$ cat src/rtl/button_press_classifier.sv
// Classifies a debounced button press as short or long, then auto-repeats while held.
// Timing comes from a ms-tick prescaler that restarts on each accepted press.
module button_press_classifier #(
    parameter int unsigned TICK_DIV  = 100000,
    parameter int unsigned LONG_MS   = 1000,
    parameter int unsigned REPEAT_MS = 200
) (
    input  logic clk,
    input  logic rst,
    input  logic btn_state,
    input  logic btn_down,
    input  logic btn_up,
    output logic short_press,
    output logic long_press,
    output logic repeat_pulse,
    output logic held
);

    localparam int unsigned MS_MAX = (LONG_MS > REPEAT_MS) ? LONG_MS : REPEAT_MS;
    localparam int unsigned PRE_W  = $clog2(TICK_DIV);
    localparam int unsigned MS_W   = $clog2(MS_MAX + 1);

    localparam logic [PRE_W-1:0] PRE_LAST  = PRE_W'(TICK_DIV - 1);
    localparam logic [MS_W-1:0]  LONG_LAST = MS_W'(LONG_MS - 1);
    localparam logic [MS_W-1:0]  REP_LAST  = MS_W'(REPEAT_MS - 1);

    typedef enum logic [1:0] {
        IDLE,
        PRESSED,
        HELD
    } state_t;

    state_t           state;
    logic [PRE_W-1:0] pre_cnt;
    logic [MS_W-1:0]  ms_cnt;
    logic             tick;
    logic [MS_W-1:0]  ms_inc;

    assign tick   = (pre_cnt == PRE_LAST);
    // ms_cnt saturates rather than wrapping
    assign ms_inc = (ms_cnt == '1) ? ms_cnt : ms_cnt + 1'b1;

    always_ff @(posedge clk) begin
        if (rst) begin
            state        <= IDLE;
            pre_cnt      <= '0;
            ms_cnt       <= '0;
            short_press  <= 1'b0;
            long_press   <= 1'b0;
            repeat_pulse <= 1'b0;
            held         <= 1'b0;
        end else begin
            short_press  <= 1'b0;
            long_press   <= 1'b0;
            repeat_pulse <= 1'b0;
            pre_cnt      <= tick ? '0 : pre_cnt + 1'b1;

            case (state)
                IDLE: begin
                    if (btn_down) begin
                        state   <= PRESSED;
                        pre_cnt <= '0;
                        ms_cnt  <= '0;
                    end
                end

                PRESSED: begin
                    // release takes priority over a coincident LONG_MS tick
                    if (btn_up) begin
                        state       <= IDLE;
                        short_press <= 1'b1;
                    end else if (!btn_state) begin
                        state <= IDLE;
                    end else if (tick && ms_cnt == LONG_LAST) begin
                        state      <= HELD;
                        held       <= 1'b1;
                        long_press <= 1'b1;
                        ms_cnt     <= '0;
                        pre_cnt    <= '0;
                    end else if (tick) begin
                        ms_cnt <= ms_inc;
                    end
                end

                HELD: begin
                    if (btn_up || !btn_state) begin
                        state <= IDLE;
                        held  <= 1'b0;
                    end else if (tick) begin
                        if (ms_cnt == REP_LAST) begin
                            repeat_pulse <= 1'b1;
                            ms_cnt       <= '0;
                        end else begin
                            ms_cnt <= ms_inc;
                        end
                    end
                end

                default: begin
                    state <= IDLE;
                    held  <= 1'b0;
                end
            endcase
        end
    end

endmodule
$ cat config.mk
export PLATFORM = sky130hd
export DESIGN_NAME = button_press_classifier
export DESIGN_NICKNAME = d
export VERILOG_FILES = /design/src/rtl/button_press_classifier.sv
export SDC_FILE = /design/constraint.sdc
export NUM_CORES = 1
export LEC_CHECK = 0
export ABC_AREA = 1
export CAP_MARGIN = 40
export CORE_ASPECT_RATIO = 0.7
export CORE_MARGIN = 10
export CORE_UTILIZATION = 35
export CTS_BUF_LIST = sky130_fd_sc_hd__clkbuf_4
export DETAILED_ROUTE_END_ITERATION = 10
export GPL_ROUTABILITY_DRIVEN = 0
export PLACE_DENSITY_LB_ADDON = 0.25
export SYNTH_ARGS = -nofsm -noshare
export SYNTH_HDL_FRONTEND = slang
export SYNTH_SLANG_ARGS = --single-unit
$ cat constraint.sdc
create_clock -name clk -period 1.65 [get_ports clk]
set_input_delay 0.33 -clock clk [delete_from_list [all_inputs] [get_ports clk]]
set_output_delay 0.33 -clock clk [all_outputs]
set_load 0.02 [all_outputs]
==> flow_summary.json <==
{
  "slowest_stage": "dfxtp_2",
  "start_util_pct": 37.02,
  "yosys_warnings": 0,
  "seq_area_frac_synth_pct": 36.51,
  "nNetsFinal": 333,
  "reg2reg_slack_ns": 0.03,
  "cts_tree": "built",
  "n_fill_cell": 477,
  "timing.final.crit_share_pct": 98.03,
  "cts_num_sinks": 33,
  "status": "finished clean",
  "rows": 21,
  "grt_pass1_wl_mm": 7.700,
  "grt_pass1_vias": 1652,
  "power_frac_comb_pct": 31.2,
  "drt_iter0_markers": 131,
  "finalPower_w": 0.002192,
  "synth_nets": 281,
  "grt_max_degree": 12,
  "drt_drc_violations_left": 0,
  "setup_ws_ns": 0.03257,
  "arrival_ns": 1.87,
  "num_antenna_cells": 0,
  "path_clk_slew_ns": 0.12,
  "vdd_ir_drop_max_uv": 356.3,
  "switchingPower_w": 0.0007207,
  "htree_levels": 2,
  "vias": 1833,
  "grt_usage_pct": 11.02,
  "switching_share_pct": 32.88,
  "critPathRequiredTime_ns": 1.90,
  "dp_slack_ns": -0.2501,
  "die_area_mm2": 0.008491,
  "setup_viol": 0,
  "grt_overflow_total": 0,
  "ant_nets": 0,
  "grt_setup_unrepaired": "true",
  "cp_slowest_stage_delay_ns": 0.37,
  "core_mm2": 0.004887,
  "p_seq_share_pct": 40.4,
  "power_density_mw_per_mm2": 860.1,
  "syn_area_per_cell_um2": 6.701,
  "numCtsBuffers": 5,
  "worst_pin_slew_ns": 0.3449,
  "clockPowerShare_pct": 28.4,
  "viasPerCell": 4.676,
  "path_cells": "ha_4 > nand2_4 > inv_4 > nand2_4 > nor2_4 > buf_4 > nand3_2 > nand2_2 > a21oi_2 > o21ai_2 > buf_6 > nor2_1",
  "synth.distinct_cells": 31,
  "maxCapViolCount": 0,
  "cp_max_fo": 6,
  "io_buffers": 8,
  "end_kind": "flip-flop",
  "hold_ws_ns": 0.4712,
  "slew_violations": 0,
  "relSlewSlack_pct": 76.83,
  "io-pin-count": 9,
  "first_pass_iters": 4,
  "dpl.hpwl_mm": 3.311,
  "cts_root_buffer": "clkbuf_4",
  "max_clock_freq_mhz": 618.3,
  "layout-drive-gt1-share_pct": 32.51,
  "die_h_um": 80.16,
  "drt_wl_total_mm": 4.593,
  "worstHoldPathType": "reg2reg",
  "period_needed_ns": 1.617,
  "finalClockSkew_ns": 0.01343,
  "critical_path_class": "reg2reg",
  "crit_top_cell": "nand2_4",
  "intPower_w": 0.001471,
  "grt_antenna_before_repair": 0,
  "netlist_area_mm2": 0.001809,
  "synthToLayoutAreaGrowth_pct": 40.87,
  "synth_seq_cells": 33,
  "clk_path_buf_depth": 2,
  "clk_latency_ns": 0.36,
  "wire_per_inst_um": 11.72,
  "leakagePower_nw": 1.140,
  "syn_inst": 270,
  "finalHoldViolations": 0,
  "fp.dieW_um": 105.9,
  "cp-start-kind": "flip-flop"
}
## repair_timing
item | in CTS | in global routing
buffers inserted | 5 | 1
gates resized for setup | 22 | 46
setup endpoints to repair | 12 | 26
hold buffers | 0 | 0
pin swaps | 7 | 13
## registers in the layout, summed over array words and instances, names as in the netlist
| register | count |
|---|---|
| held | 1 |
| long_press | 1 |
| ms_cnt | 10 |
| pre_cnt | 17 |
| repeat_pulse | 1 |
| short_press | 1 |
| state | 2 |
## path summary, 6_finish.rpt
path / from / end / depth (start not counted)
worst min-delay path: held$_SDFFE_PP0P_ / held$_SDFFE_PP0P_ / 2
worst max register to register: pre_cnt[1]$_SDFF_PP0_ / ms_cnt[0]$_SDFFE_PP0P_ / 12
worst max-delay path: pre_cnt[1]$_SDFF_PP0_ / ms_cnt[0]$_SDFFE_PP0P_ / 12
worst min register to register: held$_SDFFE_PP0P_ / held$_SDFFE_PP0P_ / 2
## layer usage
layer	routed length, µm	global-route usage, %	share of wire, %
met5	0	0	0
met4	57	3.504	1.2
met3	230	3.748	5.0
met2	1759	14.47	38
met1	2545	16.03	55
## synth_stat cells, drive strengths merged
cell    number  area, µm²
xor2         5      43.79
a21oi       15      75.07
o21ai       16      83.83
clkbuf       2      7.510
xnor2        2      17.52
a31oi        2      12.51
a22oi        1      7.510
a211oi       2      15.01
nand3b       1      11.26
nor4         1      6.260
o31ai        1      7.510
o221a        1      11.26
and3         1      6.260
nand3       11      55.05
nor3         7      40.04
buf          1      11.26
nor2        49      206.5
ha           6      75.07
nand2       64      250.2
clkinv       1      3.750
nand4        7      43.79
dfxtp       33      660.6
inv         40      150.1
o21bai       1      7.510
## worst max-delay path: cells and delay by family, from the launching register on
family | cells | cell delay, ns
adders and majority gates | 1 | 0.15
AOI/OAI and AO/OA | 2 | 0.18
DFF | 1 | 0.37
and+or+nand+nor | 6 | 0.47
buffers and inverters | 3 | 0.33
## power by group through the flow
stage          logic, W  clock network, W  registers, W
2_1_floorplan  0.000335                 0      0.000890
3_3_place_gp   0.000519                 0      0.000886
3_5_place_dp   0.000518                 0      0.000886
4_1_cts        0.000601          0.000632      0.000874
5_1_grt        0.000759          0.000682      0.000893
6_report       0.000684          0.000622      0.000887
## layout make-up
cell class / count / area (µm²) / share of cell area (%)
timing repair buffer: 48 / 394.1 / 15.46
clock buffer: 5 / 37.54 / 1.473
inverter: 41 / 156.4 / 6.136
tap: 69 / 86.33 / 3.387
sequential: 33 / 668.1 / 26.22
multi-input combinational: 193 / 1165 / 45.70
clock inverter: 3 / 41.29 / 1.620
## logic make-up after synthesis
family / count (synthesis) / share of synthesized area (%)
xor+xnor: 7 / 3.389
compound gates: 39 / 12.17
flops: 33 / 36.51
simple gates: 141 / 34.23
fa+ha+maj: 6 / 4.149
buf+inv: 44 / 9.543
## layout by cell type, fill, tap and decap left out, types with 3 or more instances in the layout
| master | count |
|---|---|
| nand4_1 | 7 |
| inv_1 | 35 |
| o21ai_2 | 5 |
| nor2_1 | 38 |
| nand2_1 | 52 |
| nor2_2 | 4 |
| clkbuf_4 | 5 |
| o21ai_1 | 6 |
| nor2_4 | 7 |
| nand2_4 | 5 |
| nand3_1 | 8 |
| a21oi_2 | 4 |
| a21oi_1 | 11 |
| xor2_1 | 5 |
| inv_2 | 5 |
| nor3_1 | 6 |
| dlymetal6s2s_1 | 3 |
| o21ai_0 | 5 |
| clkdlybuf4s50_1 | 4 |
| nand3_2 | 3 |
| buf_4 | 38 |
| dfxtp_1 | 27 |
| nand2_2 | 7 |
| dfxtp_2 | 6 |
## metrics by stage
step | TNS, ns | area (µm²) | utilization, % | cells
2_1_floorplan | 0 | 1809 | - | 270
3_3_place_gp | -2.273 | 2212 | 45.26 | 378
3_5_place_dp | -2.528 | 2212 | 45.26 | 378
4_1_cts | 0 | 2392 | 48.95 | 391
5_1_grt | -0.4345 | 2549 | 52.15 | 392
6_report | 0 | 2549 | 52.15 | 392
(Power assumes the default switching activity.)
